===== src/rtl/time_of_day_counter_if.sv =====
// -----------------------------------------------------------------------------
// time_of_day_counter_if
// Absolute-time load handshake for time_of_day_counter.
//   load_valid  requester -> counter  load request, held until load_ready
//   load_hour   requester -> counter  hour to load (binary)
//   load_min    requester -> counter  minute to load (binary)
//   load_sec    requester -> counter  second to load (binary)
//   load_ready  counter -> requester  high for the single cycle the load commits
//   load_err    counter -> requester  one-cycle pulse, a field was out of range
// -----------------------------------------------------------------------------
interface time_of_day_counter_if;
  logic       load_valid;
  logic [4:0] load_hour;
  logic [5:0] load_min;
  logic [5:0] load_sec;
  logic       load_ready;
  logic       load_err;

  modport master (
    output load_valid, load_hour, load_min, load_sec,
    input  load_ready, load_err
  );

  modport slave (
    input  load_valid, load_hour, load_min, load_sec,
    output load_ready, load_err
  );
endinterface


===== src/rtl/time_of_day_counter.sv =====
// -----------------------------------------------------------------------------
// time_of_day_counter
// Accumulates 1 Hz inc pulses into hour/min/sec. A set mode freezes time and
// lets button pulses step minutes and hours; a validated parallel load sets an
// absolute time.
//
// Optional feature macro: TWELVE_HOUR_EN (adds hour12/pm outputs; requires
// HOURS_PER_DAY=24).
//
// Ports:
//   clk         system clock
//   reset_sync  synchronous active-high reset
//   inc         one-cycle 1 Hz tick
//   set_mode    level, 1 = time frozen and adjust buttons active
//   adj_min     one-cycle pulse, +1 minute in set mode (clears seconds)
//   adj_hour    one-cycle pulse, +1 hour in set mode
//   load        load handshake (slave side of time_of_day_counter_if)
//   hour/min/sec current time, binary
//   min_tick    one-cycle pulse when sec wraps to 0
//   day_tick    one-cycle pulse when the whole time wraps to 00:00:00
//   running     1 while counting (RUN state)
//   hour12, pm  (TWELVE_HOUR_EN only) 12-hour display hour and PM flag
// -----------------------------------------------------------------------------
module time_of_day_counter #(
  parameter int HOURS_PER_DAY = 24,
  parameter int SEC_PER_MIN   = 60
) (
  input  logic                  clk,
  input  logic                  reset_sync,
  input  logic                  inc,
  input  logic                  set_mode,
  input  logic                  adj_min,
  input  logic                  adj_hour,
  time_of_day_counter_if.slave  load,
  output logic [4:0]            hour,
  output logic [5:0]            min,
  output logic [5:0]            sec,
  output logic                  min_tick,
  output logic                  day_tick,
  output logic                  running
`ifdef TWELVE_HOUR_EN
  ,
  output logic [3:0]            hour12,
  output logic                  pm
`endif
);

  generate
    if (HOURS_PER_DAY != 12 && HOURS_PER_DAY != 24) begin : g_bad_hours
      $error("time_of_day_counter: HOURS_PER_DAY must be 12 or 24");
    end
`ifdef TWELVE_HOUR_EN
    if (HOURS_PER_DAY != 24) begin : g_bad_twelve
      $error("time_of_day_counter: TWELVE_HOUR_EN needs HOURS_PER_DAY=24");
    end
`endif
  endgenerate

  localparam logic [4:0] HOUR_MAX = 5'(HOURS_PER_DAY - 1);
  localparam logic [5:0] SEC_MAX  = 6'(SEC_PER_MIN - 1);
  localparam logic [4:0] HOUR_LIM = 5'(HOURS_PER_DAY);
  localparam logic [5:0] SEC_LIM  = 6'(SEC_PER_MIN);

  typedef enum logic [1:0] {
    ST_RUN  = 2'd0,
    ST_SET  = 2'd1,
    ST_LOAD = 2'd2
  } state_t;

  state_t     state_reg;
  logic [4:0] hour_reg;
  logic [5:0] min_reg;
  logic [5:0] sec_reg;
  logic       load_ready_reg;
  logic       load_err_reg;
  logic       min_tick_reg;
  logic       day_tick_reg;
  logic       running_reg;

  // Increment-with-wrap candidates for each field, shared by RUN and SET.
  logic       sec_wrap, min_wrap, hour_wrap;
  logic [5:0] sec_inc_next, min_inc_next;
  logic [4:0] hour_inc_next;
  logic       load_fields_ok;

  assign sec_wrap      = (sec_reg == SEC_MAX);
  assign min_wrap      = (min_reg == SEC_MAX);
  assign hour_wrap     = (hour_reg == HOUR_MAX);
  assign sec_inc_next  = sec_wrap  ? 6'd0 : sec_reg + 6'd1;
  assign min_inc_next  = min_wrap  ? 6'd0 : min_reg + 6'd1;
  assign hour_inc_next = hour_wrap ? 5'd0 : hour_reg + 5'd1;

  assign load_fields_ok = (load.load_hour < HOUR_LIM) &&
                          (load.load_min  < SEC_LIM)  &&
                          (load.load_sec  < SEC_LIM);

`ifdef TWELVE_HOUR_EN
  logic [3:0] hour12_reg;
  logic       pm_reg;

  function automatic logic [3:0] hour12_of(input logic [4:0] h);
    if (h == 5'd0)
      return 4'd12;
    else if (h > 5'd12)
      return 4'(h - 5'd12);
    else
      return 4'(h);
  endfunction
`endif

  always_ff @(posedge clk) begin
    if (reset_sync) begin
      state_reg      <= ST_RUN;
      hour_reg       <= '0;
      min_reg        <= '0;
      sec_reg        <= '0;
      load_ready_reg <= 1'b0;
      load_err_reg   <= 1'b0;
      min_tick_reg   <= 1'b0;
      day_tick_reg   <= 1'b0;
      running_reg    <= 1'b1;
`ifdef TWELVE_HOUR_EN
      hour12_reg     <= 4'd12;
      pm_reg         <= 1'b0;
`endif
    end else begin
      load_ready_reg <= 1'b0;
      load_err_reg   <= 1'b0;
      min_tick_reg   <= 1'b0;
      day_tick_reg   <= 1'b0;

      case (state_reg)
        ST_LOAD: begin
          // Single commit cycle: load_valid, inc and adjust pulses are all
          // ignored here; the requester drops load_valid on seeing load_ready.
          if (set_mode) begin
            state_reg   <= ST_SET;
            running_reg <= 1'b0;
          end else begin
            state_reg   <= ST_RUN;
            running_reg <= 1'b1;
          end
        end

        ST_RUN, ST_SET: begin
          if (load.load_valid && load_fields_ok) begin
            // A valid load beats the mode transition and any tick/adjust.
            hour_reg       <= load.load_hour;
            min_reg        <= load.load_min;
            sec_reg        <= load.load_sec;
            state_reg      <= ST_LOAD;
            running_reg    <= 1'b0;
            load_ready_reg <= 1'b1;
`ifdef TWELVE_HOUR_EN
            hour12_reg     <= hour12_of(load.load_hour);
            pm_reg         <= (load.load_hour >= 5'd12);
`endif
          end else if (load.load_valid) begin
            // Rejected request freezes both time and state for this cycle.
            load_err_reg <= 1'b1;
          end else if (state_reg == ST_RUN) begin
            // The tick is still counted in the cycle set_mode rises.
            if (inc) begin
              sec_reg <= sec_inc_next;
              if (sec_wrap) begin
                min_tick_reg <= 1'b1;
                min_reg      <= min_inc_next;
                if (min_wrap) begin
                  hour_reg <= hour_inc_next;
`ifdef TWELVE_HOUR_EN
                  hour12_reg <= hour12_of(hour_inc_next);
                  pm_reg     <= (hour_inc_next >= 5'd12);
`endif
                  if (hour_wrap)
                    day_tick_reg <= 1'b1;
                end
              end
            end
            if (set_mode) begin
              state_reg   <= ST_SET;
              running_reg <= 1'b0;
            end
          end else begin
            // SET: inc is dropped; adjusts never carry into the next field.
            if (adj_min) begin
              min_reg <= min_inc_next;
              sec_reg <= 6'd0;
            end
            if (adj_hour) begin
              hour_reg <= hour_inc_next;
`ifdef TWELVE_HOUR_EN
              hour12_reg <= hour12_of(hour_inc_next);
              pm_reg     <= (hour_inc_next >= 5'd12);
`endif
            end
            if (!set_mode) begin
              state_reg   <= ST_RUN;
              running_reg <= 1'b1;
            end
          end
        end

        default: begin
          state_reg   <= ST_RUN;
          running_reg <= 1'b1;
        end
      endcase
    end
  end

  assign hour            = hour_reg;
  assign min             = min_reg;
  assign sec             = sec_reg;
  assign min_tick        = min_tick_reg;
  assign day_tick        = day_tick_reg;
  assign running         = running_reg;
  assign load.load_ready = load_ready_reg;
  assign load.load_err   = load_err_reg;
`ifdef TWELVE_HOUR_EN
  assign hour12          = hour12_reg;
  assign pm              = pm_reg;
`endif

endmodule


===== src/flat_wrapper.sv =====
// flat-port wrapper written by rule: the top's interface ports become plain ports
module time_of_day_counter_flat 
#(
  parameter int HOURS_PER_DAY = 24,
  parameter int SEC_PER_MIN   = 60
)
  (clk, reset_sync, inc, set_mode, adj_min, adj_hour, hour, min, sec, min_tick, day_tick, running, load_load_valid, load_load_hour, load_load_min, load_load_sec, load_load_ready, load_load_err);
  time_of_day_counter_if load_i ();
  input  logic clk;
  input  logic reset_sync;
  input  logic inc;
  input  logic set_mode;
  input  logic adj_min;
  input  logic adj_hour;
  output logic [4:0] hour;
  output logic [5:0] min;
  output logic [5:0] sec;
  output logic min_tick;
  output logic day_tick;
  output logic running;
  input wire logic [$bits(load_i.load_valid)-1:0] load_load_valid;
  input wire logic [$bits(load_i.load_hour)-1:0] load_load_hour;
  input wire logic [$bits(load_i.load_min)-1:0] load_load_min;
  input wire logic [$bits(load_i.load_sec)-1:0] load_load_sec;
  output wire logic [$bits(load_i.load_ready)-1:0] load_load_ready;
  output wire logic [$bits(load_i.load_err)-1:0] load_load_err;
  assign load_i.load_valid = load_load_valid;
  assign load_i.load_hour = load_load_hour;
  assign load_i.load_min = load_load_min;
  assign load_i.load_sec = load_load_sec;
  assign load_load_ready = load_i.load_ready;
  assign load_load_err = load_i.load_err;
  time_of_day_counter #(.HOURS_PER_DAY(HOURS_PER_DAY), .SEC_PER_MIN(SEC_PER_MIN)) u_core (.clk(clk), .reset_sync(reset_sync), .inc(inc), .set_mode(set_mode), .adj_min(adj_min), .adj_hour(adj_hour), .load(load_i), .hour(hour), .min(min), .sec(sec), .min_tick(min_tick), .day_tick(day_tick), .running(running));
endmodule

===== config.mk =====
export PLATFORM = sky130hd
export DESIGN_NAME = time_of_day_counter_flat
export DESIGN_NICKNAME = d
export VERILOG_FILES = /design/src/rtl/time_of_day_counter_if.sv /design/src/rtl/time_of_day_counter.sv /design/src/flat_wrapper.sv
export SDC_FILE = /design/constraint.sdc
export NUM_CORES = 1
export LEC_CHECK = 0
export CAP_MARGIN = 10
export CORE_MARGIN = 3
export CORE_UTILIZATION = 46
export CTS_BUF_LIST = sky130_fd_sc_hd__clkbuf_16
export DETAILED_ROUTE_END_ITERATION = 7
export PLACE_DENSITY = 0.79
export SLEW_MARGIN = 20
export SYNTH_ARGS = -nofsm -noshare
export SYNTH_HDL_FRONTEND = slang
export SYNTH_SLANG_ARGS = --single-unit

===== constraint.sdc =====
create_clock -name clk -period 2.2 [get_ports clk]
set_clock_uncertainty 0.05 [all_clocks]
set_input_delay 0.22 -clock clk [delete_from_list [all_inputs] [get_ports clk]]
set_output_delay 0.22 -clock clk [all_outputs]
set_load 0.005 [all_outputs]

==> results.sh <==
export IMPL_fill_cells=250
export IMPL_ios=46
export IMPL_htree_levels=1
export IMPL_post_drt_wl_per_cell_um=16.4
export IMPL_grt_pass1_vias=1622
export IMPL_grt_pass1_wl_mm=7.45
export IMPL_ir_worst_vdd_v=0.000388
export IMPL_cp_cell_sequence="ha_1, and4b_1, a21oi_1, and2_1, buf_4, a21oi_1, o32ai_1"
export IMPL_fin_hold_ws_ps=492
export IMPL_antenna_found_initial=0
export IMPL_layout_drive_gt1_share_pct=12.4
export IMPL_clock_latency_ps=260
export IMPL_vias=1605
export IMPL_overflow=0
export IMPL_critPathMaxFanout=9
export IMPL_rrSetupSlack_ps=130
export IMPL_end_kind="flip-flop"
export IMPL_clockBufferDepth=2
export IMPL_ff2ff_path_depth=7
export IMPL_required_ps=2310
export IMPL_synth_nets=200
export IMPL_synth_top_area_cell="dfxtp_1"
export IMPL_yosys_area_share_simple_pct=28.5
export IMPL_finalSetupTns_ps=0
export IMPL_wl_mm=4.41
export IMPL_slew_headroom_pct=70.3
export IMPL_fp_row_count=19
export IMPL_synth_distinct_cells=54
export IMPL_slowest_stage="and2_1"
export IMPL_drtAntennaViolNets=0
export IMPL_cts_tree="yes"
export IMPL_hpwlAfterDp_mm=3.29
export IMPL_status="completed"
export IMPL_synth_avg_cell_area_um2=8.46
export IMPL_synth_area_top_cells="dfxtp_1 33%, nand2_1 4.4%, a21oi_1 3.8%"
export IMPL_slew_violations=0
export IMPL_synthAdderAreaFrac_pct=2.56
export IMPL_via_per_inst=5.99
export IMPL_core_um2=2900
export IMPL_powerDensity_nw_per_um2=594
export IMPL_cp_num_buf_inv=1
export IMPL_yosysTopAreaCellShare_pct=32.8
export IMPL_layout_min_cycle_time_ps=2070
export IMPL_synth_area_um2=1460
export IMPL_dr_wl_met2_mm=2.07
export IMPL_synthXorXnorAreaFrac_pct=0
export IMPL_ys_async_sr_fraction_pct=0
export IMPL_rsz0062_at_grt="false"
export IMPL_min_path_type="flip-flop to flip-flop"
export IMPL_area_growth_pct=43.2
export IMPL_holdPathEnd="u_core.sec[4]"
export IMPL_wl_met3_um=294
export IMPL_critPathKind="flip-flop to flip-flop"
export IMPL_diodes=0
export IMPL_crit_family="simple AND/OR/NAND/NOR gates"
export IMPL_hold_depth=2
export IMPL_rr_startpoint="u_core.sec[0]"
export IMPL_track_usage_pct=22.8
export IMPL_ys_seq_elements=24
export IMPL_fp_dieArea_um2=3900
export IMPL_fmax_mhz=482
export IMPL_final_nets=255
export IMPL_dr_pass1_iters=4
export IMPL_drcViolationCount=0
export IMPL_clk_pin_slew_worst_paths_ps=60
export IMPL_max_cap_violations=0
export IMPL_synthFlopType="dfxtp_1"
export IMPL_start_util_pct=50.5
export IMPL_cp_common_cell="a21oi_1"
export IMPL_setup_violations=0
export IMPL_crit_path_start_kind="flip-flop"
export IMPL_cp_arrival_ps=2190
export IMPL_hold_start="u_core.sec[4]"
export IMPL_final_area_um2=2100
export IMPL_cts_sinks=24
export IMPL_period_share_pct=94.3
export IMPL_max_stage_delay_ps=360
export IMPL_worst_pin_slew_ps=445
export IMPL_synthMuxAreaShare_pct=4.36
export IMPL_drt_iter0_markers=112
export IMPL_r2r_end="u_core.sec[5]"
export IMPL_gp_congestion=0.874
export IMPL_synth_top_family_by_area="simple AND/OR/NAND/NOR gates"
export IMPL_synthCells=173
export IMPL_fp_dieH_um=62.4
export IMPL_met1_length_mm=1.99
export IMPL_seq_area_frac_synth_pct=32.8
export IMPL_numCtsBuffers=3
export IMPL_highest_layer="met4"
export IMPL_die_w_um=62.4
export IMPL_synth_edf_count=0
export IMPL_dp_cells=265
export IMPL_port_buffers=45
export IMPL_cts_root_buffer="clkbuf_16"
export IMPL_cellLeakagePower_uw=0.000786
export IMPL_grt_max_degree=20
export IMPL_hold_viol=0
export IMPL_synth_compound_area_share_pct=27.4
export IMPL_place_area_um2=2020
export IMPL_synth_warnings=0
export IMPL_final_cells=268
cells in the mapped netlist (2+ instances only):
| cell | number |
|---|---|
| nand4b_1 | 3 |
| mux2i_1 | 3 |
| ha_1 | 3 |
| nand2_1 | 17 |
| and3_1 | 7 |
| o32ai_1 | 3 |
| a22oi_1 | 2 |
| nand4_1 | 3 |
| o21ai_0 | 5 |
| nor3_1 | 5 |
| o31ai_1 | 2 |
| buf_4 | 2 |
| nand2b_1 | 2 |
| a21oi_1 | 11 |
| dfxtp_1 | 24 |
| a311oi_1 | 3 |
| inv_1 | 6 |
| mux2_2 | 3 |
| nor2b_1 | 2 |
| a221oi_1 | 3 |
| buf_2 | 3 |
| o211ai_1 | 3 |
| nand4_2 | 2 |
| nand3_1 | 9 |
| nor2_1 | 14 |
| a211oi_1 | 4 |
| clkbuf_1 | 2 |
per-stage QoR:
step | setup slack [ps] | power (µW) | utilization (%)
CTS | 143 | 1250 | 72.2
detailed placement | -36.0 | 860 | 69.6
floorplan | 378 | 684 | -
global route | 17.4 | 1300 | 72.3
finish | 125 | 1250 | 72.3
global placement | 95.4 | 850 | 69.6
cell type report:
type | count | area (µm²) | share of cell area, %
inverter | 7 | 26.3 | 1.25
sequential | 24 | 480 | 22.9
timing repair buffer | 57 | 541 | 25.8
tap | 42 | 52.6 | 2.51
multi-input combinational | 135 | 921 | 43.9
clock buffer | 3 | 75.1 | 3.58
placed cells by master, fill, tap and decap left out, types with 3 or more instances in the layout:
cell type / n
nor2_1: 14
o211ai_1: 3
nand4b_1: 3
nor3_1: 5
a311oi_1: 3
nand4_1: 3
nand3_1: 9
o32ai_1: 3
a21oi_1: 11
and3_1: 7
inv_1: 6
o21ai_0: 5
nand2_1: 17
clkdlybuf4s50_1: 45
a211oi_1: 4
ha_1: 3
clkbuf_16: 3
mux2i_1: 3
a221oi_1: 3
buf_4: 12
dfxtp_1: 24
mux2_2: 3
per-layer routing:
layer | GRT usage (%) | vias to the layer above
met3 | 3.24 | 5
met4 | 9.92 | 0
li1 | - | 773
met2 | 36.4 | 66
met5 | 0 | -
met1 | 30.7 | 761
where the power goes:
group	internal (µW)	switching [µW]
clock	240	147
sequential	468	41.0
combinational	187	163
timing repair:
| item | in CTS | in global routing |
|---|---|---|
| setup buffers | 0 | 0 |
| resized for setup | 0 | 1 |
| endpoints found under the setup margin | 0 | 1 |
| hold buffers | 0 | 0 |
worst register-to-register path, delay by kind of cell (launching register included):
kind,cells,cell delay [ps]
DFF,1,350
and+or+nand+nor,2,620
buffers and inverters,1,200
adders and majority gates,1,250
AOI/OAI and AO/OA,3,510
worst max-delay path by stage:
| stage | start | to | cells after the start |
|---|---|---|---|
| after global routing | u_core.sec[0] | u_core.hour[2] | 6 |
| after CTS | u_core.sec[0] | u_core.hour[2] | 6 |
| after global placement | load_load_valid | u_core.min[0] | 7 |
| after floorplan | u_core.min[0] | u_core.hour[2] | 6 |
| after detailed placement | inc | u_core.min[4] | 6 |
| final | u_core.sec[0] | u_core.sec[5] | 7 |
cell families after synthesis:
logic type | count (synthesis)
adders and majority gates | 3
muxes | 6
DFF | 24
AOI/OAI and AO/OA | 51
buffers and inverters | 14
and+or+nand+nor | 75
(Power assumes the default switching activity.)
